--- src/rtl/alu_pkg.sv ---
// Shared op-code and FSM encodings for the handshaked multi-cycle ALU.
package alu_pkg;

  localparam logic [2:0] OP_AND  = 3'b000;
  localparam logic [2:0] OP_OR   = 3'b001;
  localparam logic [2:0] OP_ADD  = 3'b010;
  localparam logic [2:0] OP_SLTU = 3'b011;
  localparam logic [2:0] OP_MUL  = 3'b100;
  localparam logic [2:0] OP_RSV  = 3'b101;
  localparam logic [2:0] OP_SUB  = 3'b110;
  localparam logic [2:0] OP_SLT  = 3'b111;

  typedef enum logic {
    ST_IDLE = 1'b0,
    ST_MUL  = 1'b1
  } state_t;

endpackage

--- src/rtl/alu_addsub_w.sv ---
// WIDTH-bit combinational adder/subtractor shared by ADD, SUB, SLT and SLTU.
module alu_addsub_w #(
  parameter int WIDTH = 32
) (
  input  logic [WIDTH-1:0] a,
  input  logic [WIDTH-1:0] b,
  input  logic             sub,
  output logic [WIDTH-1:0] sum,
  output logic             cout,
  output logic             ovf
);

  logic [WIDTH-1:0] b_eff;

  assign b_eff = sub ? ~b : b;
  // subtract as A + ~B + 1 so cout=1 means no borrow
  assign {cout, sum} = {1'b0, a} + {1'b0, b_eff} + {{WIDTH{1'b0}}, sub};
  assign ovf = (a[WIDTH-1] == b_eff[WIDTH-1]) && (sum[WIDTH-1] != a[WIDTH-1]);

endmodule

--- src/rtl/alu_mc_pipe.sv ---
// EX-stage ALU with valid/ready on both sides: single-cycle logic/arith ops and
// an iterative shift-add multiply that holds in_ready low while it runs.
module alu_mc_pipe
  import alu_pkg::*;
#(
  parameter int WIDTH = 32,
  parameter int CNT_W = $clog2(WIDTH) + 1
) (
  input  logic             clk,
  input  logic             rst,
  input  logic             in_valid,
  output logic             in_ready,
  input  logic [WIDTH-1:0] ina,
  input  logic [WIDTH-1:0] inb,
  input  logic [2:0]       op,
  output logic             out_valid,
  input  logic             out_ready,
  output logic [WIDTH-1:0] result,
  output logic             cout,
  output logic             overflow,
  output logic             zero
);

  typedef struct packed {
    logic [WIDTH-1:0] result;
    logic             cout;
    logic             overflow;
    logic             zero;
  } resp_t;

  state_t           state, state_nxt;
  resp_t            alu_resp, mul_resp, out_q;
  logic             accept, is_mul, mul_last;
  logic [WIDTH-1:0] mcand, mplier, acc, acc_nxt;
  logic [CNT_W-1:0] cnt;
  logic [WIDTH-1:0] as_sum;
  logic             as_cout, as_ovf, as_sub;

  assign accept   = in_valid && in_ready;
  assign is_mul   = (op == OP_MUL);
  assign as_sub   = (op == OP_SUB) || (op == OP_SLT) || (op == OP_SLTU);
  assign mul_last = (state == ST_MUL) && (cnt == CNT_W'(WIDTH - 1));

  alu_addsub_w #(.WIDTH(WIDTH)) u_addsub (
    .a   (ina),
    .b   (inb),
    .sub (as_sub),
    .sum (as_sum),
    .cout(as_cout),
    .ovf (as_ovf)
  );

  always_comb begin
    alu_resp = '0;
    case (op)
      OP_AND:  alu_resp.result = ina & inb;
      OP_OR:   alu_resp.result = ina | inb;
      OP_ADD, OP_SUB: begin
        alu_resp.result   = as_sum;
        alu_resp.cout     = as_cout;
        alu_resp.overflow = as_ovf;
      end
      // sign of the difference corrected by overflow gives true signed order
      OP_SLT:  alu_resp.result = {{(WIDTH-1){1'b0}}, as_sum[WIDTH-1] ^ as_ovf};
      OP_SLTU: alu_resp.result = {{(WIDTH-1){1'b0}}, ~as_cout};
      default: alu_resp.result = '0;
    endcase
    if (op != OP_RSV)
      alu_resp.zero = (alu_resp.result == '0);
  end

  assign acc_nxt  = acc + (mplier[0] ? mcand : '0);
  assign mul_resp = '{result: acc_nxt, cout: 1'b0, overflow: 1'b0, zero: (acc_nxt == '0)};

  // FSM: state register
  always_ff @(posedge clk) begin
    if (rst) state <= ST_IDLE;
    else     state <= state_nxt;
  end

  // FSM: next state
  always_comb begin
    state_nxt = state;
    case (state)
      ST_IDLE: if (accept && is_mul) state_nxt = ST_MUL;
      ST_MUL:  if (mul_last)         state_nxt = ST_IDLE;
      default: state_nxt = ST_IDLE;
    endcase
  end

  // FSM: outputs
  always_comb begin
    in_ready = (state == ST_IDLE) && (!out_valid || out_ready);
  end

  // output register; accept and mul_last are mutually exclusive
  always_ff @(posedge clk) begin
    if (rst) begin
      out_q     <= '0;
      out_valid <= 1'b0;
    end else if (accept && !is_mul) begin
      out_q     <= alu_resp;
      out_valid <= 1'b1;
    end else if (mul_last) begin
      out_q     <= mul_resp;
      out_valid <= 1'b1;
    end else if (out_valid && out_ready) begin
      out_valid <= 1'b0;
    end
  end

  always_ff @(posedge clk) begin
    if (rst) begin
      mcand  <= '0;
      mplier <= '0;
      acc    <= '0;
      cnt    <= '0;
    end else if (accept && is_mul) begin
      mcand  <= ina;
      mplier <= inb;
      acc    <= '0;
      cnt    <= '0;
    end else if (state == ST_MUL) begin
      acc    <= acc_nxt;
      mcand  <= mcand << 1;
      mplier <= mplier >> 1;
      cnt    <= cnt + CNT_W'(1);
    end
  end

  assign result   = out_q.result;
  assign cout     = out_q.cout;
  assign overflow = out_q.overflow;
  assign zero     = out_q.zero;

endmodule

--- config.mk ---
export PLATFORM = sky130hd
export DESIGN_NAME = alu_mc_pipe
export DESIGN_NICKNAME = d
export VERILOG_FILES = /design/src/rtl/alu_pkg.sv /design/src/rtl/alu_addsub_w.sv /design/src/rtl/alu_mc_pipe.sv
export SDC_FILE = /design/constraint.sdc
export NUM_CORES = 1
export LEC_CHECK = 0
export ABC_CLOCK_PERIOD_IN_PS = 6400
export CORE_ASPECT_RATIO = 1.2
export CORE_UTILIZATION = 30
export CTS_CLUSTER_DIAMETER = 80
export DETAILED_ROUTE_END_ITERATION = 7
export PLACE_DENSITY = 0.57
export SLEW_MARGIN = 5
export SYNTH_ARGS = -nofsm -noshare
export SYNTH_HDL_FRONTEND = slang
export SYNTH_SLANG_ARGS = --single-unit
export TNS_END_PERCENT = 100
--- constraint.sdc ---
create_clock -name clk -period 6.4 [get_ports clk]
set_input_delay 0.96 -clock clk [delete_from_list [all_inputs] [get_ports clk]]
set_output_delay 0.96 -clock clk [all_outputs]
set_load 0.03 [all_outputs]
==> impl_results.md <==
- Status: completed
- Via count: 10659
- Post-Syn Area: approximately 11000 sq um
- Sequential share of the synthesized area: 26.0%
- Metal-1 WL: 17200 um
- All-Layer GR Usage: about a fifth
- Clock Tree Root: clkbuf_16
- Largest net degree at the start of global routing: 58
- Grt ovf: 0
- PwrDens: about 220 nW/um^2
- CTS tree: done
- Buf/Inv on CP: 2
- Fin. max-slew vios: 0
- Final HPWL DP: 28600 um
- Maximum vdd drop: 0.000145 V
- Fin Setup TNS: 0 ns
- Syn avg cell area: 7.66 sq um
- Final ANT Viol Nets: 0
- # setup viols final: 0
- Hold_buf cts: 0
- Synthesized netlist cell count: 1399
- Leakage: 4.68 nW
- CP max-delay cell: clkdlybuf4s50_1
- Top FF cell, synth: dfxtp_1
- Max Cap Violations: 0
- Num CTS Buffers: 17
- Synth area leader: dfxtp_1
- Area growth, synth to finish: 19.7%
- Element type at the critical path start: primary input
- DR top layer: met4
- Critical Setup Path Class: primary input to flop
- CP Max Fanout: 22
- Total clock sinks: approximately 140
- Hold crit path type: flop to flop
- Total core area: 35100 sq um
- Layout cells sized above 1: 4.63%
- Max-slew headroom: between 20 and 30%
- CP endpoint kind: flop
- Tmin final: 5.26 ns
- Inserted Diodes: 0
- Least-Margin Pin Slew: about 1.1 ns
- Setup Fix Bufs, Post-CTS: 0
- FP Rows: 75
- Die height: roughly 210 um
- Final cycle utilization of the critical path: 82.2%
- Clock slew at reported path FFs: 0.06 ns
- FF+latch count, synth: 139
- PostCTS Resize Cnt: 0
- Clock Skew: 0.00923 ns
- Final Instance Area: 12800 sq um
- Die width: 174 um
- Initial antenna violation count: 0
- GP Congestion: 0.911
- Synth warnings: 0
- Later-pin clock latency in the skew report: 0.45 ns
- DR WL met3: 1530 um
- Final nets: 1595
- Wire length per cell: 19.5 um
- Via/cell ratio: ~5.5
- Routed wl met2: 18100 um
- RSZ-0062 raised after global routing: false
- Placed inst area: around 12000 sq um
- Mapped Nets: between 1500 and 2000
- H-tree depth: 4
- # port buffers: 107
- Share of the synthesized area in the top cell type: between 20% and 30%
- Synth top area cells: dfxtp_1 (26%), ha_1 (7.8%), a21oi_1 (5.9%)
- Number of flops mapped to enable cells by yosys: 0
- Routed wire length: about 38000 um
- Iteration-0 DRC count of the detailed router: 664
- CP required: approximately 6.8 ns
- Final Hold Fails: 0
- Crit-path cells: clkdlybuf4s50_1, o21ai_4, buf_4, xnor2_1, ha_1, a21oi_1, o21ai_0, or3_1, o211ai_1, a31oi_1, or3_1, a32oi_1, o211ai_1, nor4_1, a31oi_1, nand2_1
- Fillers: 3717
- Initial Util: 30.5%
- CTS max path bufs: 2
- Die area: 36500 sq um
- Max Clk Rate: 190 MHz
- First-pass GRT wire length: 58600 um
- Share of flip-flops with an asynchronous set or reset: 0%
- Crit path max-delay family: compound AO/OA/AOI/OAI gates
- DRC viols: 0
- Router iterations before antenna repair: 5
- Vias in the first global route: 10528
- CP max stage delay: 0.62 ns
- I/O Pins: roughly 110
- Critical Path AT: around 5.7 ns
- Total power: 2.77 mW
- Unique masters post-synth: 76
[cells in the final DEF, fill, tap and decap left out, types with 5 or more instances in the layout]
cell type / count
o21ai_1: 13
nor2_1: 148
maj3_1: 25
clkdlybuf4s50_1: 105
clkbuf_16: 17
o21bai_1: 5
mux2i_1: 55
nor2b_1: 6
and3_1: 11
buf_4: 17
a31oi_1: 11
o21a_1: 10
o21ai_0: 66
bufinv_16: 5
a211oi_1: 58
nor3_1: 36
a22oi_1: 40
xor2_1: 15
a2111oi_0: 6
nand4_1: 17
o2111ai_1: 11
or3_1: 11
ha_1: 67
nand3_1: 25
dfxtp_1: 138
nand2_1: 127
o211ai_1: 17
xnor2_1: 55
a21o_1: 28
and2_1: 39
a221oi_1: 6
a21oi_1: 126
nor4_1: 12
inv_1: 35
nand2b_1: 8
[stage by stage]
step | worst slack (ns) | hold slack, ns | utilization [%] | cells
2_1_floorplan | 1.99 | 0.436 | - | 1399
3_3_place_gp | 0.648 | 0.444 | 34.7 | 1898
3_5_place_dp | 0.703 | 0.447 | 34.7 | 1898
4_1_cts | 1.16 | 0.458 | 36.5 | 1930
5_1_grt | 0.875 | 0.472 | 36.5 | 1930
6_report | 1.14 | 0.455 | 36.5 | 1930
[cell type report]
class	instances	area, sq um	share of cell area [%]
tap	462	578	4.51
timing repair buffer	123	1180	9.23
clock inverter	13	215	1.68
multi-input combinational	1138	7490	58.4
sequential	139	2790	21.7
inverter	36	135	1.05
clock buffer	19	433	3.38
[state kept, by name (all words and copies together), names as in the netlist]
signal and count:
zero 1, mplier 32, overflow 1, mcand 32
cnt 6, result 32, state 1, acc 32
cout 1, out_valid 1
[tightest hold or removal path: cells and delay by family, from the launching register on]
family	cells	cell delay, ns
AOI/OAI and AO/OA	1	0.05
and+or+nand+nor	1	0.05
DFF	1	0.31
[report_power, final]
group / internal (mW) / switching (mW)
Combinational: 0.283 / 0.447
Clock: 0.694 / 0.427
Sequential: 0.897 / 0.0248
Total: 1.87 / 0.899
[Yosys cell counts, types with 25 or more instances]
master    count
mux2i_1      55
a211oi_1     58
xnor2_1      55
dfxtp_1     139
inv_1        35
nor3_1       36
nand2_1     128
a21oi_1     126
and2_1       39
maj3_1       25
a21o_1       28
a22oi_1      40
nor2_1      151
ha_1         67
o21ai_0      66
clkbuf_1     70
nand3_1      25
[metal layers]
metal | global-route usage (%) | vias to the layer above
met3 | 3.07 | 46
met5 | 0 | -
li1 | - | 5251
met1 | 26.4 | 5114
met4 | 7.20 | 0
met2 | 35.1 | 248
[final timing paths]
check	from	to	slack (ns)	cells after the start
setup / recovery	op[2]	zero$_SDFFE_PP0P_	1.14	16
hold / removal	mplier[19]$_SDFFE_PP0P_	mplier[19]$_SDFFE_PP0P_	0.46	2
setup reg to reg	mplier[0]$_SDFFE_PP0P_	zero$_SDFFE_PP0P_	1.93	16
hold reg to reg	mplier[19]$_SDFFE_PP0P_	mplier[19]$_SDFFE_PP0P_	0.46	2
[cells by family after synthesis]
group	synth area share (%)
DFF	26.0
AOI/OAI and AO/OA	27.2
muxes	5.14
buffers and inverters	4.32
xor gates and xnor gates	5.95
adders and majority gates	10.5
and+or+nand+nor	20.9
(Power assumes the default switching activity.)
